$ cat src/rtl/cpu_types_pkg.sv
// Shared CPU types: pipeline latch occupancy encoding, the default bubble word,
// and the per-stage packed payload structs carried through pipe_stage_latch.
package cpu_types_pkg;

   // Occupancy of an elastic pipeline latch (main + skid slots).
   typedef enum logic [1:0] {
      OCC_EMPTY = 2'd0,
      OCC_ONE   = 2'd1,
      OCC_FULL  = 2'd2
   } pipe_occ_t;

   localparam int PIPE_WORD_W = 128;

   // All-zero payload decodes as a NOP with every write enable low.
   localparam logic [PIPE_WORD_W-1:0] PIPE_BUBBLE_WORD = '0;

   // ID/EX payload; stages cast it to and from the latch's WIDTH-bit word.
   typedef struct packed {
      logic [31:0] npc;
      logic [31:0] rdat1;
      logic [31:0] rdat2;
      logic [15:0] imm;
      logic [4:0]  rd;
      logic [10:0] ctrl;
   } id_ex_pkt_t;

   // True while the latch still has a free slot.
   function automatic logic pipe_has_room(pipe_occ_t occ);
      return occ != OCC_FULL;
   endfunction

endpackage

$ cat src/rtl/pipe_slot.sv
// One payload slot of pipe_stage_latch: WIDTH-bit register with load enable
// and synchronous clear-to-BUBBLE.
module pipe_slot #(
   parameter int               WIDTH  = 128,
   parameter logic [WIDTH-1:0] BUBBLE = '0
) (
   input  logic             CLK,
   input  logic             RST,
   input  logic             clr,
   input  logic             load,
   input  logic [WIDTH-1:0] d,
   output logic [WIDTH-1:0] q
);

   // Slot register: clear wins over load.
   // NOTE: sequential state uses non-blocking assignments so every flop samples
   // pre-edge values; the payload is also reset so no stale word survives RST.
   always_ff @(posedge CLK) begin
      if (RST || clr) begin
         q <= BUBBLE;
      end else if (load) begin
         q <= d;
      end
   end

endmodule

$ cat src/rtl/pipe_stage_latch.sv
// Elastic pipeline latch for inter-stage boundaries: valid/ready handshake,
// 2-entry skid buffer (main = head, skid = overflow), freeze and flush.
// in_ready depends only on registered occupancy plus freeze/flush, never on
// out_ready. Optional occupancy statistics are built when the macro
// PIPE_STAGE_STATS_EN is defined; otherwise the counter ports are tied to 0.
module pipe_stage_latch
   import cpu_types_pkg::*;
#(
   parameter int               WIDTH  = 128,
   parameter logic [WIDTH-1:0] BUBBLE = '0,
   parameter int               CNT_W  = 32
) (
   input  logic             CLK,
   input  logic             RST,
   input  logic             in_valid,
   output logic             in_ready,
   input  logic [WIDTH-1:0] in_data,
   output logic             out_valid,
   input  logic             out_ready,
   output logic [WIDTH-1:0] out_data,
   input  logic             freeze,
   input  logic             flush,
   output logic [CNT_W-1:0] stall_cnt,
   output logic [CNT_W-1:0] bubble_cnt
);

   pipe_occ_t        state, state_d;
   logic             accept, fire;
   logic             main_load, main_from_skid, skid_load, slot_clr;
   logic [WIDTH-1:0] main_q, skid_q, main_d;

   assign in_ready  = pipe_has_room(state) & ~freeze & ~flush;
   assign out_valid = (state != OCC_EMPTY);
   assign accept    = in_valid & in_ready;
   assign fire      = out_valid & out_ready & ~freeze;
   assign out_data  = out_valid ? main_q : BUBBLE;
   assign main_d    = main_from_skid ? skid_q : in_data;

   // Next occupancy and slot controls: flush beats freeze beats normal transfer.
   // NOTE: every signal gets a default first so no latch is inferred.
   always_comb begin
      state_d        = state;
      main_load      = 1'b0;
      main_from_skid = 1'b0;
      skid_load      = 1'b0;
      slot_clr       = 1'b0;
      if (flush) begin
         state_d  = OCC_EMPTY;
         slot_clr = 1'b1;
      end else if (!freeze) begin
         unique case (state)
            OCC_EMPTY: begin
               if (accept) begin
                  state_d   = OCC_ONE;
                  main_load = 1'b1;
               end
            end
            OCC_ONE: begin
               if (accept && fire) begin
                  main_load = 1'b1;
               end else if (accept) begin
                  state_d   = OCC_FULL;
                  skid_load = 1'b1;
               end else if (fire) begin
                  state_d = OCC_EMPTY;
               end
            end
            OCC_FULL: begin
               if (fire) begin
                  state_d        = OCC_ONE;
                  main_load      = 1'b1;
                  main_from_skid = 1'b1;
               end
            end
            default: state_d = OCC_EMPTY;
         endcase
      end
   end

   // Occupancy register.
   always_ff @(posedge CLK) begin
      if (RST) begin
         state <= OCC_EMPTY;
      end else begin
         state <= state_d;
      end
   end

   pipe_slot #(.WIDTH(WIDTH), .BUBBLE(BUBBLE)) u_main (
      .CLK  (CLK),
      .RST  (RST),
      .clr  (slot_clr),
      .load (main_load),
      .d    (main_d),
      .q    (main_q)
   );

   pipe_slot #(.WIDTH(WIDTH), .BUBBLE(BUBBLE)) u_skid (
      .CLK  (CLK),
      .RST  (RST),
      .clr  (slot_clr),
      .load (skid_load),
      .d    (in_data),
      .q    (skid_q)
   );

`ifdef PIPE_STAGE_STATS_EN
   logic [CNT_W-1:0] stall_q, bubble_q;

   // Saturating statistics; cleared only by RST, flush does not touch them.
   always_ff @(posedge CLK) begin
      if (RST) begin
         stall_q  <= '0;
         bubble_q <= '0;
      end else begin
         if (out_valid && (!out_ready || freeze) && !(&stall_q)) begin
            stall_q <= stall_q + CNT_W'(1);
         end
         if (!out_valid && !(&bubble_q)) begin
            bubble_q <= bubble_q + CNT_W'(1);
         end
      end
   end

   assign stall_cnt  = stall_q;
   assign bubble_cnt = bubble_q;
`else
   assign stall_cnt  = '0;
   assign bubble_cnt = '0;
`endif

endmodule
$ cat config.mk
export PLATFORM = sky130hd
export DESIGN_NAME = pipe_stage_latch
export DESIGN_NICKNAME = d
export VERILOG_FILES = /design/src/rtl/cpu_types_pkg.sv /design/src/rtl/pipe_slot.sv /design/src/rtl/pipe_stage_latch.sv
export SDC_FILE = /design/constraint.sdc
export NUM_CORES = 1
export LEC_CHECK = 0
export CAP_MARGIN = 20
export CELL_PAD_IN_SITES_DETAIL_PLACEMENT = 0
export CELL_PAD_IN_SITES_GLOBAL_PLACEMENT = 1
export CORE_AREA = 5 5 190 192
export CTS_CLUSTER_SIZE = 12
export DETAILED_ROUTE_END_ITERATION = 10
export DIE_AREA = 0 0 195 197
export GPL_TIMING_DRIVEN = 0
export HOLD_SLACK_MARGIN = 0.08
export PLACE_DENSITY_LB_ADDON = 0.1
export SLEW_MARGIN = 20
export SYNTH_ARGS = -nofsm -noshare
export SYNTH_HDL_FRONTEND = slang
export SYNTH_SLANG_ARGS = --single-unit
$ cat constraint.sdc
create_clock -name CLK -period 2.3 [get_ports CLK]
set_input_delay 0.69 -clock CLK [delete_from_list [all_inputs] [get_ports CLK]]
set_output_delay 0.69 -clock CLK [all_outputs]
set_load 0.03 [all_outputs]
### After elaboration in Yosys (flattened, before gate mapping)

Index checks and enable logic that the tools add are counted.
W data, S select, Z words.

* logic and storage cells: 45
* input port bits: 134
* output and inout port bits: 194
* register bits after elaboration: 258

* equality and inequality tests: 7
* bitwise operators: 7
* multiplexer cells: 22
* reduce and logical (&&, ||, !) cells: 6

Operator list (number)
* $mux W128: 2
* $mux W1: 13
* $mux W2: 5
* $ne A2 B2 Y1 const B: 4
* $pmux W2 S3: 1
* $and A1 B1 Y1: 5
* $reduce_and A5 Y1: 1
* $ne A3 B3 Y1 const B: 1
* $pmux W1 S3: 1
* $eq A2 B1 Y1 const B: 1
* $eq A2 B2 Y1 const B: 1
* $logic_not A2 Y1: 1
* $not A1 Y1: 2
* $reduce_bool A2 Y1: 1
* $reduce_or A2 Y1: 1
* $logic_and A1 B1 Y1: 1
* $logic_or A1 B1 Y1: 1

### Depth between registers and ports, before layout

Gate-level depths: netlist (run 1).

* depth in word-level cells: 9
* mapped depth: 7
* depth with buffers taken out: 4

### Hierarchy

A second synthesis (run 1) with hierarchy kept.

* cells, all modules: 1201
* area, all modules: 13040.0 um^2

Modules (own cells, without submodules)
* pipe_slot: cells an instance 413, sequential area each 2562.5 um^2, times used 2, area each 4687.0 um^2
* pipe_stage_latch: cells an instance 375, sequential area each 40.0 um^2, times used 1, area each 3666.0 um^2

### Worst setup path after synthesis (run 1)

Ideal clock, no wire load.

* kind: input -> output
* start point: in freeze
* end point: out in_ready
* data required time: 1.610 ns
* cell stages on the path: 4
* data arrival time: 1.985 ns
* slack: -0.375 ns
* buffers on the path: 2
* cells stage by stage: nor2_2 -> buf_2 -> buf_2 -> a21boi_0

* word-level cells in the longest chain between the ends: 3

RTL lines
* from (decl): RTL line pipe_stage_latch.sv:21 `input logic freeze,`
* $not A1 Y1 (no source line)
* $and A1 B1 Y1 (2 in series): RTL line pipe_stage_latch.sv:32 `assign in_ready = pipe_has_room(state) & ~freeze & ~flush;`
* to (decl): RTL line pipe_stage_latch.sv:16 `output logic in_ready,`

Every way passes these cells.

### Worst setup path after layout (run 1)

* start point: reg state[1]
* end point: out out_data[13]

* word-level cells in the longest chain between the ends: 2

RTL lines
* from (decl): RTL line pipe_stage_latch.sv:27 `pipe_occ_t state, state_d;`
* from (signal assigned): RTL line pipe_stage_latch.sv:85 `state <= state_d;`
* $reduce_bool A2 Y1: RTL line pipe_stage_latch.sv:33 `assign out_valid = (state != OCC_EMPTY);`
* $mux W128: RTL line pipe_stage_latch.sv:36 `assign out_data = out_valid ? main_q : BUBBLE;`
* to (decl): RTL line pipe_stage_latch.sv:20 `output logic [WIDTH-1:0] out_data,`

Every way passes these cells.

==> out/qor.yml, run 1 <==
clock_network:
  worst_skew_pair.late_latency_ns: 0.54
  clock-root-buffer: "clkbuf_16"
  ctsHtreeMaxLevel: 1
  cts.sink_count: 258
  clockBufferDepth: 3
  numCtsBuffers: 30
  path_clk_slew_ns: 0.06
  tritoncts: "done"
  cts_hold_buf: 0
setup_path:
  cp_common_cell: "clkbuf_16"
  cp.arrival_ns: 1.87
  cp_top_family: "buffers and inverters"
  crit_path_start_kind: "register"
  crit_path_top_delay_cell: "dfxtp_4"
  startpoint: "state[1]$_SDFFE_PP0P_"
  rrSetupSlack_ns: 0.45
  rr_startpoint: "state[0]$_SDFFE_PP0P_"
  cp.depth: 5
  cp-endpoint: "out_data[13]"
  rr_endpoint: "u_skid.q[68]$_SDFFE_PP0P_"
  reg2reg_depth: 7
  slowest_delay_ns: 0.34
  crit_type: "register to output pin"
  cp.required_ns: 1.61
  worst-path-buf-inv: 3
  critPathMaxFanout: 6
  crit_chain: "or2_4 > clkbuf_16 > clkbuf_16 > and2_4 > buf_6"
  cp-end-kind: "output pin"
grt:
  grt.overflow.total: 0
  grt_pass1_wl_um: 60400
  grt_pass1_vias: 10400
  grt_max_degree: 20
  antenna_found_initial: 7
  grt_usage_pct: 19.3
route:
  top_layer: "met5"
  wl_per_cell_um: 17.7
  antenna_left: 0
  route.detailed.drc: 0
  dr_wl_met2_um: 18400
  drt_iter0_drc: 383
  routed_wl_um: 39400
  num_vias: 10600
  drt_first_pass_iters: 5
  wl_met1_um: 18200
  vias_per_cell: 4.78
  wl_met3_um: 2180
sta:
  rsz0062_at_grt: "true"
  timing.fmax_ghz: 0.390
  setup_tns_ns: -27.91
  fin_skew_ns: 0.00818
  finalHoldViolCount: 0
  tightest_slew_ns: 0.830
  period_needed_ns: 2.56
  slew_violations: 0
  setup_ws_ns: -0.264
  setup_violations: 129
  finalCritPeriodShare_pct: 111
  whs_ns: 0.453
  slew_headroom_pct: 44.6
yosys:
  netlist_top_cells_count: "a21oi_1, dfxtp_1, nand2_1, and2_1, mux2i_1"
  ys_types: 29
  synthFlopType: "dfxtp_1"
  ys_seq_area_share_pct: 41.5
  synthTopCellsByArea: "dfxtp_1, a211oi_2, a21oi_1"
  syn-instance-count: 1371
  yosysMostFrequentCell: "a21oi_1"
  synth-seq-cells: 258
  synth.top_cell.area_share_pct: 41.5
  yosysWarnings: 0
  synth.largest_area_cell: "dfxtp_1"
  synth_edf_count: 0
  syn_avg_cell_area_sq_um: 9.07
  netlist_area_sq_um: 12400
  synthArstFlopShare_pct: 0
floorplanning:
  io_pins: 328
  initial_core_util_pct: 36.4
  die_height_um: 197
  fp.dieW_um: 195
  fp.coreArea_sq_um: 34200
  rows: 68
  dieArea_sq_um: 38400
job:
  cap_viol_max_count: 0
min_path:
  holdPathStages: 2
  hold_path_class: "register to register"
  holdCritStartpoint: "u_skid.q[55]$_SDFFE_PP0P_"
placement:
  gp_congestion: 0.770
  io_buffers: 263
  dp.final_hpwl_um: 27100
  post-place-cells: 2152
  place_ws_ns: -1.39
finish:
  layout.cells.non_filler: 2227
  nets: 1882
  areaGrowthSynthToFinish_pct: 43.0
  final_layout_size_suffix_gt1_share_pct: 33.8
outcome:
  violations: "negative setup slack"
  outcome: "finished with violations"
pwr:
  ir_drop_mv: 0.558
  powerDensity_nw_per_um2: 584
  p_leak_nw: 7.46
==> worst min path at each step <==
stage          slack, ns                        end
6_report            0.45  u_skid.q[55]$_SDFFE_PP0P_
4_1_cts             0.45  u_skid.q[50]$_SDFFE_PP0P_
2_1_floorplan       0.44   u_skid.q[0]$_SDFFE_PP0P_
3_5_place_dp        0.45  u_skid.q[50]$_SDFFE_PP0P_
3_3_place_gp        0.44   u_skid.q[3]$_SDFFE_PP0P_
5_1_grt             0.47  u_skid.q[60]$_SDFFE_PP0P_
==> metrics by stage <==
| stage | instance area [sq um] | util [%] | total power [mW] |
|---|---|---|---|
| 6_report | 17800 | 52.0 | 10.4 |
| 5_1_grt | 17800 | 52.0 | 10.8 |
| 3_5_place_dp | 15900 | 46.4 | 5.76 |
| 2_1_floorplan | 12700 | - | 5.32 |
| 4_1_cts | 17200 | 50.3 | 10.5 |
| 3_3_place_gp | 15900 | 46.4 | 5.75 |
==> cells in the final DEF, fill, tap and decap left out, types with 2 or more instances in the layout <==
cell type / n
a211oi_1: 8
a211oi_2: 120
a21oi_1: 259
and2_1: 10
and2_4: 119
and3_1: 2
buf_12: 2
buf_2: 27
buf_4: 95
buf_6: 150
buf_8: 9
clkbuf_1: 43
clkbuf_16: 39
clkbuf_2: 3
clkbuf_4: 10
clkbuf_8: 13
clkdlybuf4s50_1: 131
clkinv_2: 3
conb_1: 64
dfxtp_1: 256
diode_2: 4
mux2i_1: 128
nand2_1: 256
nand2b_1: 2
nor2_1: 2
o21ai_0: 3
==> sequential cells by signal, summed over array words and instances, names as in the netlist <==
signal / cells
state: 2
u_main.q: 128
u_skid.q: 128
==> layer usage <==
| metal | vias to the layer above | global-route usage [%] |
|---|---|---|
| met5 | - | 0 |
| met4 | 6 | 3.96 |
| met3 | 42 | 3.90 |
| met2 | 273 | 31.6 |
| met1 | 4978 | 26.8 |
| li1 | 5337 | - |
==> kinds of logic after synthesis <==
group                     Yosys count  synth area share, %
xor gates and xnor gates            1               0.0704
DFF                               258                 41.5
muxes                             128                 10.3
buffers and inverters             193                 9.95
and+or+nand+nor                   398                 14.9
other                               1               0.0301
AOI/OAI and AO/OA                 392                 23.2
==> repair_timing <==
action	CTS	global route
gates cloned	4	4
setup buffers	5	8
pin swaps	18	21
gates resized for setup	940	191
endpoints found under the setup margin	320	254
==> where the power goes <==
part           switching, mW  total [mW]  internal (mW)
logic                  0.661        1.17          0.508
clock network           1.85        4.67           2.82
registers             0.0294        4.55           4.52
==> area by class of cell <==
| type | instances | area (sq um) |
|---|---|---|
| fill | 3240 | 16400 |
| multi-input combinational | 983 | 6590 |
| timing repair buffer | 284 | 3010 |
| buffer | 190 | 1460 |
| inverter | 1 | 3.75 |
| sequential | 258 | 5170 |
| antenna | 4 | 10.0 |
| clock inverter | 3 | 15.0 |
| clock buffer | 49 | 963 |
| tap | 455 | 569 |
==> worst register-to-register path: cells and delay by family (launching register included) <==
family / cells / cell delay, ns
and+or+nand+nor: 3 / 0.42
AOI/OAI and AO/OA: 1 / 0.16
DFF: 1 / 0.32
buffers and inverters: 3 / 0.88
Note: power is estimated with default switching activity, not from simulation.
==> inputs of run 2 (changes only) <==
--- a/config.mk
+++ b/config.mk
@@ -7,2 +7,3 @@
 export LEC_CHECK = 0
+export ABC_AREA = 1
 export CAP_MARGIN = 20
@@ -10,6 +11,6 @@
 export CELL_PAD_IN_SITES_GLOBAL_PLACEMENT = 1
-export CORE_AREA = 5 5 190 192
+export CORE_AREA = 5 5 206 208
 export CTS_CLUSTER_SIZE = 12
 export DETAILED_ROUTE_END_ITERATION = 10
-export DIE_AREA = 0 0 195 197
+export DIE_AREA = 0 0 211 213
 export GPL_TIMING_DRIVEN = 0
@@ -17,2 +18,3 @@
 export PLACE_DENSITY_LB_ADDON = 0.1
+export REMOVE_ABC_BUFFERS = 1
 export SLEW_MARGIN = 20
==> constraint.sdc (replaced) <==
create_clock -name CLK -period 2.3 [get_ports CLK]
set_input_delay 0.23 -clock CLK [delete_from_list [all_inputs] [get_ports CLK]]
set_output_delay 0.23 -clock CLK [all_outputs]
set_load 0.03 [all_outputs]
==> out/qor.yml, run 2 <==
sta:
  setup_ws_ns: 0.0398  # was -0.264 ns
  setup_tns_ns: 0  # was -27.91 ns
  fin_skew_ns: 0.00604  # was 0.00818 ns
  slew_headroom_pct: 59.0  # was 44.6%
  slew_violations: 0  # unchanged
  period_needed_ns: 2.26  # was 2.56 ns
  tightest_slew_ns: 0.614  # was 0.830 ns
  finalCritPeriodShare_pct: 98.3  # was 111%
  finalHoldViolCount: 0  # unchanged
  whs_ns: 0.313  # was 0.453 ns
  setup_violations: 0  # was 129
  timing.fmax_ghz: 0.442  # was 0.390 GHz
  rsz0062_at_grt: "false"  # was true
setup_path:
  startpoint: "state[0]$_SDFFE_PP0P_"  # was state[1]$_SDFFE_PP0P_
  cp.arrival_ns: 2.03  # was 1.87 ns
  cp_common_cell: "buf_16"  # was clkbuf_16
  crit_path_top_delay_cell: "dfxtp_2"  # was dfxtp_4
  cp-end-kind: "output pin"  # unchanged
  cp.required_ns: 2.07  # was 1.61 ns
  rr_endpoint: "u_main.q[96]$_SDFFE_PP0P_"  # was u_skid.q[68]$_SDFFE_PP0P_
  rrSetupSlack_ns: 0.25  # was 0.45 ns
  reg2reg_depth: 11  # was 7
  crit_path_start_kind: "register"  # unchanged
  cp-endpoint: "out_data[40]"  # was out_data[13]
  slowest_delay_ns: 0.41  # was 0.34 ns
  critPathMaxFanout: 21  # was 6
  crit_type: "register to output pin"  # unchanged
  crit_chain: "nor2_4 > buf_4 > buf_16 > buf_16 > nor2_1 > clkdlybuf4s18_2"  # was or2_4 > clkbuf_16 > clkbuf_16 > and2_4 > buf_6
  rr_startpoint: "state[1]$_SDFFE_PP0P_"  # was state[0]$_SDFFE_PP0P_
yosys:
  syn_avg_cell_area_sq_um: 6.20  # was 9.07 sq um
  synth-seq-cells: 258  # unchanged
  synthFlopType: "dfxtp_1"  # unchanged
  yosysWarnings: 0  # unchanged
  syn-instance-count: 2182  # was 1371
  ys_types: 24  # was 29
  synthTopCellsByArea: "dfxtp_1, nor2_1, nand2_1"  # was dfxtp_1, a211oi_2, a21oi_1
  netlist_area_sq_um: 13500  # was 12400 sq um
  ys_seq_area_share_pct: 38.2  # was 41.5%
  yosysMostFrequentCell: "nor2_1"  # was a21oi_1
  synth.largest_area_cell: "dfxtp_1"  # unchanged
  synth_edf_count: 0  # unchanged
  synth.top_cell.area_share_pct: 38.2  # was 41.5%
  netlist_top_cells_count: "nor2_1, nand2_1, inv_1, nand3_1, dfxtp_1"  # was a21oi_1, dfxtp_1, nand2_1, and2_1, mux2i_1
  synthArstFlopShare_pct: 0  # unchanged
route:
  wl_per_cell_um: 15.1  # was 17.7 um
  vias_per_cell: 4.50  # was 4.78
  drt_first_pass_iters: 6  # was 5
  drt_iter0_drc: 671  # was 383
  routed_wl_um: 44200  # was 39400 um
  num_vias: 13200  # was 10600
  antenna_left: 0  # unchanged
  route.detailed.drc: 0  # unchanged
floorplanning:
  dieArea_sq_um: 44900  # was 38400 sq um
  rows: 74  # was 68
  fp.dieW_um: 211  # was 195 um
  initial_core_util_pct: 33.5  # was 36.4%
  die_height_um: 213  # was 197 um
  fp.coreArea_sq_um: 40400  # was 34200 sq um
  io_pins: 328  # unchanged
grt:
  antenna_found_initial: 9  # was 7
  grt_max_degree: 118  # was 20
  grt_pass1_wl_um: 67600  # was 60400 um
  grt.overflow.total: 0  # unchanged
  grt_usage_pct: 18.5  # was 19.3%
  grt_pass1_vias: 12000  # was 10400
pwr:
  p_leak_nw: 8.07  # was 7.46 nW
  ir_drop_mv: 0.439  # was 0.558 mV
  total_power_mw: 10.8  # was 10.4 mW
  powerDensity_nw_per_um2: 615  # was 584 nW/um^2
finish:
  layout.cells.non_filler: 2930  # was 2227
  postLayoutCoreUtil_pct: 43.5  # was 52.0%
  areaGrowthSynthToFinish_pct: 29.8  # was 43.0%
  reg_top3: "u_main.q (128), u_skid.q (128), state (2)"  # unchanged
  design_area_sq_um: 17600  # was 17800 sq um
  final_layout_size_suffix_gt1_share_pct: 6.72  # was 33.8%
  final_cell_mix: "nor2_1, nand2_1, inv_1"  # was a21oi_1, nand2_1, dfxtp_1
  final_common_cell: "nor2_1"  # was a21oi_1
  nets: 2507  # was 1882
placement:
  place_area_sq_um: 16600  # was 15900 sq um
  place_ws_ns: -0.537  # was -1.39 ns
  post-place-cells: 2860  # was 2152
  io_buffers: 263  # unchanged
  dp.final_hpwl_um: 28000  # was 27100 um
  gp_congestion: 0.720  # was 0.770
clock_network:
  tritoncts: "done"  # unchanged
  cts_hold_buf: 0  # unchanged
  ctsHtreeMaxLevel: 2  # was 1
  cts.sink_count: 258  # unchanged
  clockBufferDepth: 3  # unchanged
  worst_skew_pair.late_latency_ns: 0.52  # was 0.54 ns
  path_clk_slew_ns: 0.06  # about the same
  numCtsBuffers: 34  # was 30
  clock-root-buffer: "clkbuf_16"  # unchanged
job:
  cap_viol_max_count: 0  # unchanged
min_path:
  hold_path_class: "input pin to register"  # was register to register
outcome:
  outcome: "finished clean"  # was finished with violations
[run 2: final cells by class]
cell class              count  area (sq um)
clock buffers              52          1030
clock inverters             6          55.1
flip-flops and latches    258          5170
repair buffers            309          3370
inverters                 267          1020
multi-input cells        1503          6230
diodes                      3          7.51
well taps                 532           666
fillers                  4331         22800
[run 2: cells by family after synthesis]
| logic type | synth area share, % |
|---|---|
| DFF | 38.2 |
| buffers and inverters | 17.9 |
| and+or+nand+nor | 38.9 |
| AOI/OAI and AO/OA | 4.92 |
| other | 0.0277 |
[run 2: timing repair]
action                     in CTS  in global routing
setup endpoints to repair     176                173
buffers inserted                5                  2
pin swaps                       2                  1
cloned                          0                  2
gates resized for setup       162                 83
[run 2: worst min-delay path by stage]
| stage | startpoint | to | slack (ns) | cells after the start |
|---|---|---|---|---|
| finish | in_data[51] | u_skid.q[51]$_SDFFE_PP0P_ | 0.31 | 3 |
| detailed placement | u_main.q[111]$_SDFFE_PP0P_ | u_main.q[111]$_SDFFE_PP0P_ | 0.47 | 2 |
| global route | in_data[27] | u_skid.q[27]$_SDFFE_PP0P_ | 0.31 | 3 |
| global placement | u_main.q[43]$_SDFFE_PP0P_ | u_main.q[43]$_SDFFE_PP0P_ | 0.46 | 2 |
| CTS | in_data[51] | u_skid.q[51]$_SDFFE_PP0P_ | 0.28 | 3 |
| floorplan | in_data[0] | u_skid.q[0]$_SDFFE_PP0P_ | 0.36 | 2 |
[run 2: layer usage]
layer	GRT usage (%)	vias to the layer above	wire length (um)
met5	0	-	96
met4	4.58	12	759
met3	4.76	55	2670
met1	24.4	5983	20100
met2	30.6	281	20600
li1	-	6842	-
[run 2: worst max-delay path: cells and delay by family (launching register included)]
kind | cells | cell delay [ns]
buffers and inverters | 4 | 0.82
flip-flops | 1 | 0.41
AND/OR/NAND/NOR | 2 | 0.24
[run 2: power breakdown]
group          internal (mW)  switching [mW]
registers               4.50          0.0160
clock network           3.19            2.04
logic                  0.424           0.624
total                   8.12            2.68
==> inputs of run 3 (changes only) <==
Settings changed: PLACE_DENSITY set to 0.83, PLACE_DENSITY_LB_ADDON 0.1 to unset.
==> out/qor.yml, run 3 (synthesis results as in run 2) <==
pwr:
  p_leak_nw: 8.17  # was 8.07 nW
  clockPowerShare_pct: 47.3  # was 48.4%
  powerDensity_nw_per_um2: 599  # was 615 nW/um^2
  p_comb_share_pct: 10.1  # was 9.7%
  power.internal_mw: 8.00  # was 8.12 mW
  power_frac_seq_pct: 42.7  # was 41.9%
  p_sw_share_pct: 24.5  # was 24.8%
  ir_drop_mv: 0.751  # was 0.439 mV
  power.switching_mw: 2.60  # was 2.68 mW
route:
  drt_iter0_drc: 803  # was 671
  antenna_left: 0  # unchanged
  wl_per_cell_um: 15.0  # was 15.1 um
  route.detailed.drc: 0  # unchanged
  num_vias: 13500  # was 13200
  vias_per_cell: 4.61  # was 4.50
  drt_first_pass_iters: 7  # was 6
  routed_wl_um: 43800  # was 44200 um
floorplanning:
  fp.coreArea_sq_um: 40400  # unchanged
  fp.dieW_um: 211  # unchanged
  rows: 74  # unchanged
  initial_core_util_pct: 33.5  # unchanged
  dieArea_sq_um: 44900  # unchanged
  io_pins: 328  # unchanged
  die_height_um: 213  # unchanged
setup_path:
  rr_startpoint: "state[1]$_SDFFE_PP0P_"  # unchanged
  critPathMaxFanout: 21  # unchanged
  crit_path_top_delay_cell: "dfxtp_2"  # unchanged
  crit_path_start_kind: "register"  # unchanged
  startpoint: "state[0]$_SDFFE_PP0P_"  # unchanged
  crit_type: "register to output pin"  # unchanged
  slowest_delay_ns: 0.42  # was 0.41 ns
  cp.arrival_ns: 2.00  # was 2.03 ns
  crit_chain: "nor2_4 > buf_6 > buf_16 > nor2_1 > dlygate4sd2_1"  # was nor2_4 > buf_4 > buf_16 > buf_16 > nor2_1 > clkdlybuf4s18_2
  cp-end-kind: "output pin"  # unchanged
  cp.required_ns: 2.07  # about the same
finish:
  final_common_cell: "nor2_1"  # unchanged
  final_cell_mix: "nor2_1, nand2_1, inv_1"  # unchanged
  fillers: 4192  # was 4331
  nets: 2506  # was 2507
  final_layout_size_suffix_gt1_share_pct: 6.31  # was 6.72%
  areaGrowthSynthToFinish_pct: 30.9  # was 29.8%
  reg_top3: "u_main.q (128), u_skid.q (128), state (2)"  # unchanged
  diodes: 0  # was 3
grt:
  grt_pass1_vias: 12800  # was 12000
  grt.overflow.total: 0  # unchanged
  grt_pass1_wl_um: 68300  # was 67600 um
  grt_max_degree: 113  # was 118
  grt_usage_pct: 18.3  # was 18.5%
  antenna_found_initial: 1  # was 9
clock_network:
  clock-root-buffer: "clkbuf_16"  # unchanged
  path_clk_slew_ns: 0.06  # about the same
  clockBufferDepth: 3  # unchanged
  ctsHtreeMaxLevel: 1  # was 2
  numCtsBuffers: 31  # was 34
  worst_skew_pair.late_latency_ns: 0.56  # was 0.52 ns
  cts_hold_buf: 0  # unchanged
  cts.sink_count: 258  # unchanged
  tritoncts: "done"  # unchanged
min_path:
  holdCritStartpoint: "in_data[100]"  # was in_data[51]
  hold_path_class: "input pin to register"  # unchanged
sta:
  slew_headroom_pct: 46.2  # was 59.0%
  finalHoldViolCount: 0  # unchanged
  setup_violations: 0  # unchanged
  period_needed_ns: 2.23  # was 2.26 ns
  finalCritPeriodShare_pct: 96.8  # was 98.3%
  tightest_slew_ns: 0.806  # was 0.614 ns
  fin_skew_ns: 0.0134  # was 0.00604 ns
  slew_violations: 0  # unchanged
  timing.fmax_ghz: 0.449  # was 0.442 GHz
  setup_tns_ns: 0  # unchanged
  whs_ns: 0.282  # was 0.313 ns
  rsz0062_at_grt: "true"  # was false
outcome:
  outcome: "finished clean"  # unchanged
placement:
  dp.final_hpwl_um: 26800  # was 28000 um
  io_buffers: 263  # unchanged
  gp_congestion: 0.733  # was 0.720
job:
  cap_viol_max_count: 0  # unchanged
==> run 3: layout make-up <==
cell class	count	area (sq um)	share of cell area [%]
Multi-Input combinational cell	1505	6260	35.4
Sequential cell	258	5170	29.2
Timing Repair Buffer	309	3540	20.0
Inverter	267	1040	5.85
Clock buffer	45	918	5.19
Tap cell	532	666	3.76
Clock inverter	8	115	0.650
==> run 3: power by group through the flow <==
stage | Sequential, mW | Combinational [mW] | Clock [mW]
finish | 4.52 | 1.07 | 5.01
global placement | 4.62 | 1.06 | 0
floorplan | 4.61 | 0.597 | 0
CTS | 4.52 | 1.05 | 5.17
detailed placement | 4.62 | 1.03 | 0
global route | 4.52 | 1.17 | 5.33
==> run 3: layer usage <==
metal  vias to the layer above  track usage (%)  wire [um]
li1                       6823                -          -
met1                      6238             23.7      19500
met2                       371             31.4      20700
met3                        41             3.81       2930
met4                         2             4.05        628
met5                         -                0         20
==> run 3: final timing paths <==
check	endpoint	slack, ns	cells past startpoint
max	out_data[56]	0.07	5
min	u_skid.q[100]$_SDFFE_PP0P_	0.28	3
max reg2reg	u_skid.q[111]$_SDFFE_PP0P_	0.13	8
min reg2reg	u_main.q[88]$_SDFFE_PP0P_	0.48	2
==> run 3: what timing repair did <==
item	in CTS	in global routing
buffers inserted	8	0
gates resized for setup	198	28
pin swaps	5	1
gates cloned	5	1
endpoints found under the setup margin	323	158
==> run 3: through the flow <==
step | power [mW] | instances | setup slack (ns) | utilization, % | cell area, sq um
5_1_grt | 11.0 | 2924 | 0.00674 | 43.8 | 17700
4_1_cts | 10.7 | 2923 | -0.0943 | 43.8 | 17700
3_5_place_dp | 5.65 | 2857 | -0.825 | 40.9 | 16500
2_1_floorplan | 5.21 | 2027 | -6.10 | - | 12300
3_3_place_gp | 5.68 | 2822 | -13.86 | 38.7 | 15600
6_report | 10.6 | 2924 | 0.0740 | 43.8 | 17700
==> run 3: critical path, delay by kind of cell, from the launching register on <==
family	cells	cell delay, ns
buffers and inverters	3	0.76
flip-flops	1	0.42
AND/OR/NAND/NOR	2	0.23
